==> src/rtl/seq_det_pkg.sv <==
// -----------------------------------------------------------------------------
// seq_det_pkg
// Shared constants and helpers for the bit-serial pattern detector.
//   - default pattern length, pattern and counter width
//   - fill-state encoding: the fill counter (0..LEN) is the detector FSM
//   - saturating maximum of the default-width match counter
// -----------------------------------------------------------------------------
package seq_det_pkg;

  localparam int          DEF_LEN     = 4;
  // Stored 16 bits wide so any LEN up to 16 can slice its default from it.
  localparam logic [15:0] DEF_PATTERN = 16'h000B;
  localparam int          DEF_CNT_W   = 8;
  localparam logic [DEF_CNT_W-1:0] DEF_CNT_MAX = {DEF_CNT_W{1'b1}};

  // Fill-state encoding: EMPTY is zero, ARMED equals the pattern length.
  localparam int FILL_EMPTY       = 0;
  localparam int DEF_FILL_ARMED   = DEF_LEN;

  // Coarse phase of the fill counter, used to steer next-state decoding.
  typedef enum logic [1:0] {
    PH_EMPTY   = 2'd0,
    PH_FILLING = 2'd1,
    PH_ARMED   = 2'd2
  } fill_phase_e;

  // Classify a fill count against the pattern length.
  function automatic fill_phase_e fill_phase(input int fill, input int len);
    fill_phase_e ph;
    if (fill == FILL_EMPTY) begin
      ph = PH_EMPTY;
    end else if (fill >= len) begin
      ph = PH_ARMED;
    end else begin
      ph = PH_FILLING;
    end
    return ph;
  endfunction

endpackage

==> src/rtl/seq_det_serial_sat_counter.sv <==
// -----------------------------------------------------------------------------
// sat_counter
// CNT_W-wide up counter that saturates at all-ones and never wraps.
// Ports:
//   clk    in   clock, rising edge
//   rst_n  in   synchronous active-low reset (count -> 0)
//   inc    in   add one unless already saturated
//   clr    in   synchronous clear; has priority over inc
//   cnt    out  registered count
// -----------------------------------------------------------------------------
module sat_counter
  import seq_det_pkg::*;
#(
  parameter int CNT_W = DEF_CNT_W
) (
  input  logic             clk,
  input  logic             rst_n,
  input  logic             inc,
  input  logic             clr,
  output logic [CNT_W-1:0] cnt
);

  localparam logic [CNT_W-1:0] CNT_MAX = {CNT_W{1'b1}};

  logic [CNT_W-1:0] cnt_r;

  // Count register: reset, clear, then saturating increment.
  always_ff @(posedge clk) begin
    if (!rst_n) begin
      cnt_r <= {CNT_W{1'b0}};
    end else if (clr) begin
      cnt_r <= {CNT_W{1'b0}};
    end else if (inc && (cnt_r != CNT_MAX)) begin
      cnt_r <= cnt_r + {{(CNT_W-1){1'b0}}, 1'b1};
    end else begin
      cnt_r <= cnt_r;
    end
  end

  assign cnt = cnt_r;

endmodule

==> src/rtl/seq_det_serial.sv <==
// -----------------------------------------------------------------------------
// seq_det_serial
// Bit-serial pattern detector. Each accepted bit is shifted into a LEN-bit
// history (MSB = oldest bit). When the shifted history equals PATTERN and at
// least LEN bits have been seen, a one-cycle registered detect pulse follows.
// A saturating match counter and an optional sticky flag track matches.
//
// Build option: define SEQ_DET_STICKY_EN to build the sticky `seen` flag;
// otherwise `seen` is tied low (port list unchanged).
//
// Ports:
//   clk        in   clock, rising edge
//   rst_n      in   synchronous active-low reset
//   din_valid  in   qualifies din; bit consumed only when high
//   din        in   serial data bit
//   clr        in   synchronous clear of match_cnt and seen (history kept)
//   detect     out  one-cycle match pulse, registered
//   match_cnt  out  saturating match count since reset/clr
//   seen       out  sticky match flag (SEQ_DET_STICKY_EN builds only)
// -----------------------------------------------------------------------------
module seq_det_serial
  import seq_det_pkg::*;
#(
  parameter int             LEN     = DEF_LEN,
  parameter logic [LEN-1:0] PATTERN = DEF_PATTERN[LEN-1:0],
  parameter int             OVERLAP = 1,
  parameter int             CNT_W   = DEF_CNT_W
) (
  input  logic             clk,
  input  logic             rst_n,
  input  logic             din_valid,
  input  logic             din,
  input  logic             clr,
  output logic             detect,
  output logic [CNT_W-1:0] match_cnt,
  output logic             seen
);

  localparam int               FILL_W         = $clog2(LEN + 1);
  localparam logic [FILL_W-1:0] FILL_EMPTY_V  = FILL_W'(FILL_EMPTY);
  localparam logic [FILL_W-1:0] FILL_ARMED_V  = FILL_W'(LEN);
  // A match is possible once LEN-1 bits are held and the LEN-th arrives.
  localparam logic [FILL_W-1:0] FILL_MATCH_MIN = FILL_W'(LEN - 1);
  localparam logic [FILL_W-1:0] FILL_ONE       = FILL_W'(1);

  logic [LEN-1:0]    hist_r;
  logic [LEN-1:0]    hist_next_s;
  logic [LEN-1:0]    hist_shift_s;
  logic [FILL_W-1:0] fill_r;
  logic [FILL_W-1:0] fill_next_s;
  logic [FILL_W-1:0] fill_inc_s;
  fill_phase_e       phase_s;
  logic              match_s;
  logic              detect_r;

  // Next-state decode for history and fill FSM, plus the match compare.
  always_comb begin
    hist_shift_s = {hist_r[LEN-2:0], din};
    phase_s      = fill_phase(int'(fill_r), LEN);
    hist_next_s  = hist_r;
    fill_next_s  = fill_r;
    fill_inc_s   = fill_r;
    match_s      = 1'b0;

    if (din_valid) begin
      case (phase_s)
        PH_EMPTY: begin
          fill_inc_s = fill_r + FILL_ONE;
          match_s    = 1'b0;
        end
        PH_FILLING: begin
          fill_inc_s = fill_r + FILL_ONE;
          match_s    = (fill_r >= FILL_MATCH_MIN) && (hist_shift_s == PATTERN);
        end
        PH_ARMED: begin
          fill_inc_s = FILL_ARMED_V;
          match_s    = (hist_shift_s == PATTERN);
        end
        default: begin
          fill_inc_s = FILL_EMPTY_V;
          match_s    = 1'b0;
        end
      endcase

      // Non-overlapping mode discards all history after a match.
      if (match_s && (OVERLAP == 0)) begin
        hist_next_s = {LEN{1'b0}};
        fill_next_s = FILL_EMPTY_V;
      end else begin
        hist_next_s = hist_shift_s;
        fill_next_s = fill_inc_s;
      end
    end else begin
      hist_next_s = hist_r;
      fill_next_s = fill_r;
    end
  end

  // History, fill state and detect pulse registers.
  always_ff @(posedge clk) begin
    if (!rst_n) begin
      hist_r   <= {LEN{1'b0}};
      fill_r   <= FILL_EMPTY_V;
      detect_r <= 1'b0;
    end else begin
      hist_r   <= hist_next_s;
      fill_r   <= fill_next_s;
      detect_r <= match_s;
    end
  end

  assign detect = detect_r;

  sat_counter #(
    .CNT_W (CNT_W)
  ) u_match_cnt (
    .clk   (clk),
    .rst_n (rst_n),
    .inc   (match_s),
    .clr   (clr),
    .cnt   (match_cnt)
  );

`ifdef SEQ_DET_STICKY_EN
  logic seen_r;

  // Sticky flag: set by any match, cleared by clr (clr wins) or reset.
  always_ff @(posedge clk) begin
    if (!rst_n) begin
      seen_r <= 1'b0;
    end else if (clr) begin
      seen_r <= 1'b0;
    end else if (match_s) begin
      seen_r <= 1'b1;
    end else begin
      seen_r <= seen_r;
    end
  end

  assign seen = seen_r;
`else
  assign seen = 1'b0;
`endif

endmodule

==> config.mk <==
export PLATFORM = sky130hd
export DESIGN_NAME = seq_det_serial
export DESIGN_NICKNAME = d
export VERILOG_FILES = /design/src/rtl/seq_det_pkg.sv /design/src/rtl/seq_det_serial_sat_counter.sv /design/src/rtl/seq_det_serial.sv
export SDC_FILE = /design/constraint.sdc
export NUM_CORES = 1
export LEC_CHECK = 0
export ABC_AREA = 1
export CAP_MARGIN = 40
export CORE_MARGIN = 4
export CORE_UTILIZATION = 50
export DETAILED_ROUTE_END_ITERATION = 8
export PLACE_DENSITY_LB_ADDON = 0.05
export SYNTH_ARGS = -nofsm -noshare
export SYNTH_HDL_FRONTEND = slang
export SYNTH_SLANG_ARGS = --single-unit
==> constraint.sdc <==
create_clock -name clk -period 1.7 [get_ports clk]
set_clock_uncertainty 0.2 [all_clocks]
set_input_delay 0.255 -clock clk [delete_from_list [all_inputs] [get_ports clk]]
set_output_delay 0.255 -clock clk [all_outputs]
set_load 0.005 [all_outputs]
==> impl_results.md, run 1 <==
* Status: finished, final reports clean
* Worst Hold Class: flip-flop to flip-flop
* Max Cap Viol at 0
* Worst skew pair latency at around 0.27 ns
* Fraction of layout cells with a size suffix above 1 at between 20 and 30%
* CTS root buf: clkbuf_4
* Sum of negative setup slack at 0 ns
* WL/cell at 11.4 um
* Tcrit/Tclk final at between 90% and 100%
* Leading post-synthesis cells by cell area: dfxtp_1 (35%), nand2_1 (12%), a21oi_1 (5.9%)
* FMAX at between 600 and 700 MHz
* Register bit total from synthesis at 15
* WP data arrival at 1.19 ns
* Final Hold Viols at 0
* Post-synth EDFFs at 0
* Post-route DRC at 0
* Syn Nets at ~120
* Share of the synthesized area in the top cell type at a little over a third
* Worst reg-to-reg setup slack at 0.11 ns
* First-pass GRT wire length at about 2.7 mm
* Pleak at 0.459 nW
* Fillers at 130
* PnR worst setup slack at 0.0571 ns
* Commonest cells post-synth: nand2_1 (26), dfxtp_1 (15), a21oi_1 (10), nor2_1 (10), inv_1 (8)
* Largest delay share family, worst path: buffers and inverters
* Die width at ~49 um
* Drt via density at around 5
* FFs w/ async S/R, synth at 0%
* CP peak stage delay at approximately 0.53 ns
* # rows at 14
* Starting Density at between 50% and 60%
* # diodes at 0
* Sequential element share of the synthesized area at a little over a third
* ANT nets after route at 0
* Area delta synth->final at 31.3%
* WP data required at 1.24 ns
* Vias in the first global route at 670
* Drt total wl at between 1.5 and 2 mm
* Tmin final at approximately 1.6 ns
* Initial antenna violation count at 0
* Synth warn at 0
* Final setup vio count at 0
* Worst-path fanout max at 4
* Grt ovf at 0
* Net count, final at roughly 140
* CP startpoint kind: flip-flop
* CTS tree: yes
* Final Util at between 70 and 80%
* DPL Wire Length at about 1.2 mm
* FF/Latch Area at 315 um2
* Clock buffers created by TritonCTS at 3
* Final instance area at ~1100 um2
* Top-Level Pins at 15
* Max Root-Sink Buffers at 2
* Mapped cell area at 847 um2
* Slowest stage cell, crit path: clkdlybuf4s50_1
* Cell Count, Final, Fillers Out at about 150
* Worst-path cell chain: clkdlybuf4s50_1
* Die area at between 2000 and 2500 um2
* Most common cell in the netlist: nand2_1
* DP Area at 1000 um2
* Post-Syn Instances at 110
* Cell area power density at about 580 nW/um2
* Dpl cells at between 100 and 150
* Core area at 1560 um2
* PortBufs at 13
* Sinks on Clock Net at 15
* Worst slack, placed at -0.0103 ns
* Detailed Routing Iterations Pass 1 at 4
* Vias at 730
* GPL Wtd Cong at ~0.78
* Die height at between 40 and 50 um
* Largest net degree at the start of global routing at 9
* Worst VDD drop at 557 uV
* Initial drt markers at 22
* GRT Resource Usage Total at 14.0%
* WP buf/inv at 1
* Max Transition Viols Final at 0
* Multi-input logic area at approximately 500 um2
* Post-synthesis cell type count at 25
* CTS H-tree lvls at 1
* WS Path Type: flip-flop to output pin
* Main synth FF type: dfxtp_1
* Syn avg cell area at 7.70 um2
* Reg clk slew, reported paths at about 0.090 ns
* Yosys top cell by area: dfxtp_1
* Crit. End Element: output pin
==> placed cells by master (no fill, tap or decap), types with 3 or more instances in the layout <==
| master | count |
|---|---|
| buf_4 | 6 |
| nor2_1 | 10 |
| nand3_2 | 3 |
| nand2_2 | 3 |
| nand2_1 | 24 |
| dfxtp_4 | 3 |
| nand2_4 | 3 |
| inv_1 | 8 |
| dfxtp_1 | 9 |
| clkbuf_4 | 3 |
| dfxtp_2 | 3 |
| clkdlybuf4s50_1 | 13 |
| a21oi_1 | 9 |
| inv_2 | 7 |
| nand4_1 | 3 |
==> routing by layer <==
layer	GRT usage (%)	routed length (um)
met1	18.6	887
met2	21.7	751
met3	3.67	36
met4	4.74	14
met5	0	0
==> registers in the layout, indices dropped and copies added, names as in the netlist <==
signal           flops
u_match_cnt.cnt      8
fill_r               3
detect               1
hist_r               3
==> power by group <==
| part | internal, mW | switching [mW] |
|---|---|---|
| clock network | 0.0908 | 0.107 |
| logic | 0.0384 | 0.0385 |
| registers | 0.358 | 0.00934 |
==> per-stage QoR <==
step                power, mW  hold WS [ns]
floorplan               0.418         0.190
global placement        0.435         0.249
detailed placement      0.437         0.258
CTS                     0.634         0.270
global route            0.683         0.288
finish                  0.642         0.269
==> what timing repair did <==
action                                  CTS  global route
buffers inserted                          0             4
endpoints found under the setup margin    2            11
resized for setup                         2            16
hold buffers                              0             0
pin swaps                                 0             6
==> layout make-up <==
cell class / instances / share of cell area, %
multi-input cells: 76 / 45.0
flip-flops and latches: 15 / 28.3
repair buffers: 20 / 16.8
inverters: 17 / 5.74
clock buffers: 4 / 2.36
well taps: 16 / 1.80
==> tightest hold or removal path: stages, from the launching register on <==
cell     delay [ns]
dfxtp_1        0.32
nand2_1        0.06
a21oi_1        0.05
==> logic make-up after synthesis <==
family                     after synthesis  share of synthesized area [%]
DFF                                     15                           35.5
and+or+nand+nor                         52                           35.3
other                                    1                          0.443
AOI/OAI and AO/OA                       16                           10.0
buffers and inverters                   19                           9.75
adders and majority gates                4                           5.91
xor gates and xnor gates                 3                           3.10
==> final timing paths <==
kind                              to                from  cells past startpoint
hold / removal             hist_r[1]           hist_r[1]                      2
setup / recovery        match_cnt[1]  u_match_cnt.cnt[1]                      1
hold reg to reg            hist_r[1]           hist_r[1]                      2
setup reg to reg  u_match_cnt.cnt[4]           fill_r[0]                     10
(Power assumes the default switching activity.)
==> inputs of run 2 (changes only) <==
--- a/config.mk
+++ b/config.mk
@@ -8,7 +8,7 @@
 export ABC_AREA = 1
 export CAP_MARGIN = 40
 export CORE_MARGIN = 4
-export CORE_UTILIZATION = 50
+export CORE_UTILIZATION = 45
 export DETAILED_ROUTE_END_ITERATION = 8
 export PLACE_DENSITY_LB_ADDON = 0.05
 export SYNTH_ARGS = -nofsm -noshare
==> run 2 against run 1 <==
Routed wire length fell by 8.9%. Maximum frequency rose by 0.87%. Largest power group unchanged. Critical path type unchanged. Register-to-register slack barely moved. Highest routed layer unchanged. Via count is 3.4% lower.
==> impl_results.md, run 2 (same netlist as run 1, synthesis figures left out) <==
* Status: finished, final reports clean
* Vias at ~710
* Top-Level Pins at 15
* Post-route DRC at 0
* GPL Wtd Cong at roughly 0.77
* Net count, final at 138
* Hold path start: hist_r[1]
* Largest delay share family, worst path: buffers and inverters
* Clock buffers created by TritonCTS at 3
* Net Sw Frac at between 20% and 30%
* Post-CTS Hold Buffers at 0
* Vias in the first global route at 634
* R2r worst-path depth at 9
* CTS root buf: clkbuf_4
* Worst VDD drop at 455 uV
* Starting Density at between 40% and 50%
* RR Startpoint: fill_r[0]
* Initial drt markers at 14
* Most frequent cells in the layout: nand2_1 (26), clkdlybuf4s50_1 (13), nor2_1 (10)
* Grt ovf at 0
* Tcrit/Tclk final at a little over nine tenths
* Worst setup path start: u_match_cnt.cnt[2]
* DPL Wire Length at approximately 1.2 mm
* Max Root-Sink Buffers at 2
* Clock network fraction of total power at 31.5%
* Max Cap Viol at 0
* Worst reg-to-reg setup slack at around 0.11 ns
* # diodes at 0
* CTS tree: yes
* CP startpoint kind: flip-flop
* ANT nets after route at 0
* Die area at roughly 2600 um2
* Drt via density at about 4.6
* PnR worst setup slack at 0.0713 ns
* Drt total wl at 1.54 mm
* First-pass GRT wire length at approximately 2.6 mm
* FMAX at roughly 610 MHz
* Reg clk slew, reported paths at roughly 0.08 ns
* Fillers at 180
* WS Path Type: flip-flop to output pin
* Crit. End Element: output pin
* Die width at just over 50 um
* Switching power at 146 uW
* WP data arrival at approximately 1.2 ns
* # rows at 15
* WL/cell at slightly above 10 um
* Max Transition Viols Final at 0
* Worst Hold Class: flip-flop to flip-flop
* P_int at roughly 480 uW
* Fraction of layout cells with a size suffix above 1 at roughly a quarter
* WP data required at approximately 1.2 ns
* Tmin final at 1.63 ns
* Largest net degree at the start of global routing at 9
* Worst-path fanout max at 6
* Sinks on Clock Net at 15
* Cell area power density at between 500 and 600 nW/um2
* Final Hold Viols at 0
* Final setup vio count at 0
* Sink of the worst hold path: hist_r[1]
* CTS H-tree lvls at 1
* Met3 wire length at approximately 89 um
* CP peak stage delay at roughly 0.5 ns
* Max FFs per register at 8
* Worst slack, placed at -0.00261 ns
* Slowest stage cell, crit path: clkdlybuf4s50_1
* DRT met1 WL at 808 um
* Worst skew pair latency at roughly 0.27 ns
* Combinational power share at 9.6%
* Die height at 51.4 um
* Detailed Routing Iterations Pass 1 at 4
* RSZ-0062 raised after global routing: no
* GRT Resource Usage Total at a little over an eighth
* Setup bufs post-CTS at 0
* Worst Hold Depth at 2
* Worst hold margin at ~0.26 ns
* Met2 wire length at slightly above 600 um
* Worst reg2reg path endpoint: u_match_cnt.cnt[7]
* Pleak at 0.440 nW
* Sequential share of power at 58.9%
* Commonest non-fill, non-tap cell in the layout: nand2_1
* Worst-path cell chain: clkdlybuf4s50_1
* Top layer in use: met4
* Area delta synth->final at 25.3%
* WP buf/inv at 1
* Initial antenna violation count at 0
* PortBufs at 13
* Core area at ~1800 um2
run 2: cell count changes in the layout (fill, tap and decap cells not counted), sizes merged:
cell  change
buf       -4
run 2: layout make-up:
type / count / area, um2 / area share (%)
repair buffers: 16 / 153 / 14.4
flip-flops and latches: 15 / 315 / 29.7
well taps: 25 / 31.3 / 2.95
inverters: 17 / 63.8 / 6.01
multi-input cells: 76 / 472 / 44.5
clock buffers: 4 / 26.3 / 2.48
run 2: worst max path at each step:
stage	end	slack, ns	depth (start not counted)
finish	match_cnt[2]	0.07	1
detailed placement	u_match_cnt.cnt[3]	-0.003	7
global route	u_match_cnt.cnt[2]	0.005	9
global placement	u_match_cnt.cnt[6]	0.02	6
floorplan	u_match_cnt.cnt[6]	0.21	9
CTS	match_cnt[0]	0.002	1
run 2: layer usage:
metal | GRT usage, % | up-vias
met3 | 2.62 | 4
met4 | 6.11 | 0
met1 | 20.1 | 302
li1 | - | 380
met2 | 17.4 | 19
met5 | 0 | -
run 2: metrics by stage:
step	cells	power (mW)	area, um2	TNS, ns	utilization (%)
floorplan	110	0.418	847	0	-
global placement	149	0.435	1010	0	57.4
detailed placement	149	0.436	1010	-0.00261	57.4
CTS	153	0.633	1040	0	59.0
global route	153	0.652	1060	0	60.1
finish	153	0.623	1060	0	60.1
run 2: power by group through the flow:
| stage | registers [mW] | clock network (mW) | logic [mW] |
|---|---|---|---|
| after floorplan | 0.375 | 0 | 0.0427 |
| after CTS | 0.368 | 0.204 | 0.0602 |
| after detailed placement | 0.376 | 0 | 0.0600 |
| after global routing | 0.368 | 0.215 | 0.0682 |
| after global placement | 0.376 | 0 | 0.0588 |
| final | 0.367 | 0.196 | 0.0599 |
run 2: what timing repair did:
item,4_1_cts,5_1_grt
gates resized for setup,2,10
setup endpoints to repair,2,13
gates cloned,0,0
==> patch: new RTL, flow settings as in run 2 <==
Put a register stage on the output `match_cnt`. The value now appears one clock later. The other outputs are not delayed to match.
--- a/src/rtl/seq_det_serial.sv
+++ b/src/rtl/seq_det_serial.sv
@@ -44,2 +44,4 @@
   localparam logic [FILL_W-1:0] FILL_ONE       = FILL_W'(1);
+
+  logic [CNT_W-1:0] match_cnt_d;
 
@@ -120,3 +122,3 @@
     .clr   (clr),
-    .cnt   (match_cnt)
+    .cnt   (match_cnt_d)
   );
@@ -144,2 +146,6 @@
 
+  always_ff @(posedge clk) begin
+    match_cnt <= match_cnt_d;
+  end
+
 endmodule
Check against the original RTL: not equivalent (a bounded check fails within 10 cycles, from zero or initial values and one cycle with rst_n low).
==> patch against run 2 <==
  * Cell area is 13% higher
  * Wire length is 12% higher
  * Sequential share of layout area is 9.2 points higher
  * Worst hold slack worse by 74 ps
  * Sequential cell count is 8 higher
  * Synthesized area is 12% higher
  * Setup slack better by 33 ps
  * Total power is 40% higher
  * Sequential power is 51% higher
  * Critical endpoint is now u_match_cnt.cnt[0]$_SDFFE_PP0P_
==> patch: results (changes against run 2) <==
status completed; Hold Crit Depth 0 (-2); Inst Count DP 160 (+7.4%); DR vias 767 (+8.8%); Worst EP arrival 1640 ps (+470 ps); Starting DRT DRC Count 15 (+1); Unique masters post-synth 21 (-16%); htree depth 1 (unchanged); clock-pin slew on the worst setup and hold paths 130 ps (+50 ps); cells taking the most area after synthesis dfxtp_1 (49%), nand2_1 (12%), inv_1 (6.3%), a21oi_1 (5.8%), ha_1 (5.3%); critical path's top delay family simple AND/OR/NAND/NOR gates; vias in the first global route 706 (+11%); drt first pass iters 4 (unchanged); CP peak stage delay 370 ps (-140 ps); Global Route Usage Sum 0.147 (+0.0155); hpwl dp 1270 um (+8.6%); Final nets 148 (+7.2%); hold wc startpoint u_match_cnt.cnt[6]$_SDFFE_PP0P_; CP max stage cell dfxtp_4; crit end category register; reg-to-reg critical path endpoint u_match_cnt.cnt[0]$_SDFFE_PP0P_; Max Freq 627 MHz (+2.1%); Min-Delay Endpoint match_cnt[6]$_DFF_P_; Worst-Skew Late Latency 310 ps (+40 ps); routing usage on met2 0.196 (+0.0218); CTS root buffer clkbuf_4; Final Wtd Congestion 0.751 (-2.5%); first-pass GRT wire length 3090 um (+17%); routed vias/inst 4.65 (+0.88%); share of cells above drive strength 1 0.152 (-0.106); register area share after synthesis 0.486 (+0.132); Max VDD drop 0.000485 V (+6.5%); met3 WL 100 um (+12%); met2 WL 768 um (+24%); grt met1 use 0.214 (+0.0132); fillers 174 (-3.3%); CTS Buf Count 3 (unchanged); Post-Synthesis Cells 118 (+7.3%); Met1 Wirelength 850 um (+5.2%); post-synthesis net count 127 (+6.7%); Slew Viols, Final 0 (unchanged); dpl ws -79.7 ps (-77.1 ps); met3 Track Usage GR 0.0305 (+0.00423); P_leak 0.000485 uW (+10%); most frequent cells after synthesis nand2_1 (30), dfxtp_1 (23), inv_1 (16)
==> patch: metrics by stage <==
stage                     total power (uW)  hold slack [ps]  cell area [um2]
final                                  872              191             1190
after global placement                 625              179             1130
after detailed placement               627              183             1130
after floorplan                        604              144              947
after global routing                   925              213             1190
after CTS                              878              194             1160
==> patch: repair_timing <==
action / CTS / global route
setup endpoints to repair: 8 / 7
pin swaps: 0 / 0
buffers inserted: 0 / 1
resized for setup: 3 / 8
==> patch: worst register-to-register path: stages, from the launching register on <==
cell,delay (ps)
dfxtp_4,370
ha_1,200
ha_1,180
inv_1,50
nand2_1,60
nand2_2,80
nand2_4,80
nand3_4,110
nand2_1,60
a21oi_1,150
==> patch: cell type report <==
class / count / area (um2) / area share
Clock buffer: 3 / 22.5 / 0.0188
Tap cell: 27 / 33.8 / 0.0283
Sequential cell: 23 / 465 / 0.390
Clock inverter: 1 / 5.00 / 0.00419
Inverter: 16 / 60.1 / 0.0503
Timing Repair Buffer: 17 / 160 / 0.134
Multi-Input combinational cell: 78 / 448 / 0.375
==> patch: kinds of logic after synthesis <==
logic type / after synthesis / synth area share
simple gates: 53 / 0.263
flops: 23 / 0.486
compound gates: 17 / 0.0951
buf+inv: 17 / 0.0713
fa+ha+maj: 4 / 0.0528
xor+xnor: 3 / 0.0277
other cells: 1 / 0.00396
==> patch: report_power, final <==
part / total [uW] / switching, uW / leakage, uW / internal [uW]
Clock: 248 / 160 / 0.0000177 / 87.7
Combinational: 68.2 / 37.9 / 0.000280 / 30.3
Sequential: 556 / 6.81 / 0.000187 / 549
Total: 872 / 205 / 0.000485 / 667
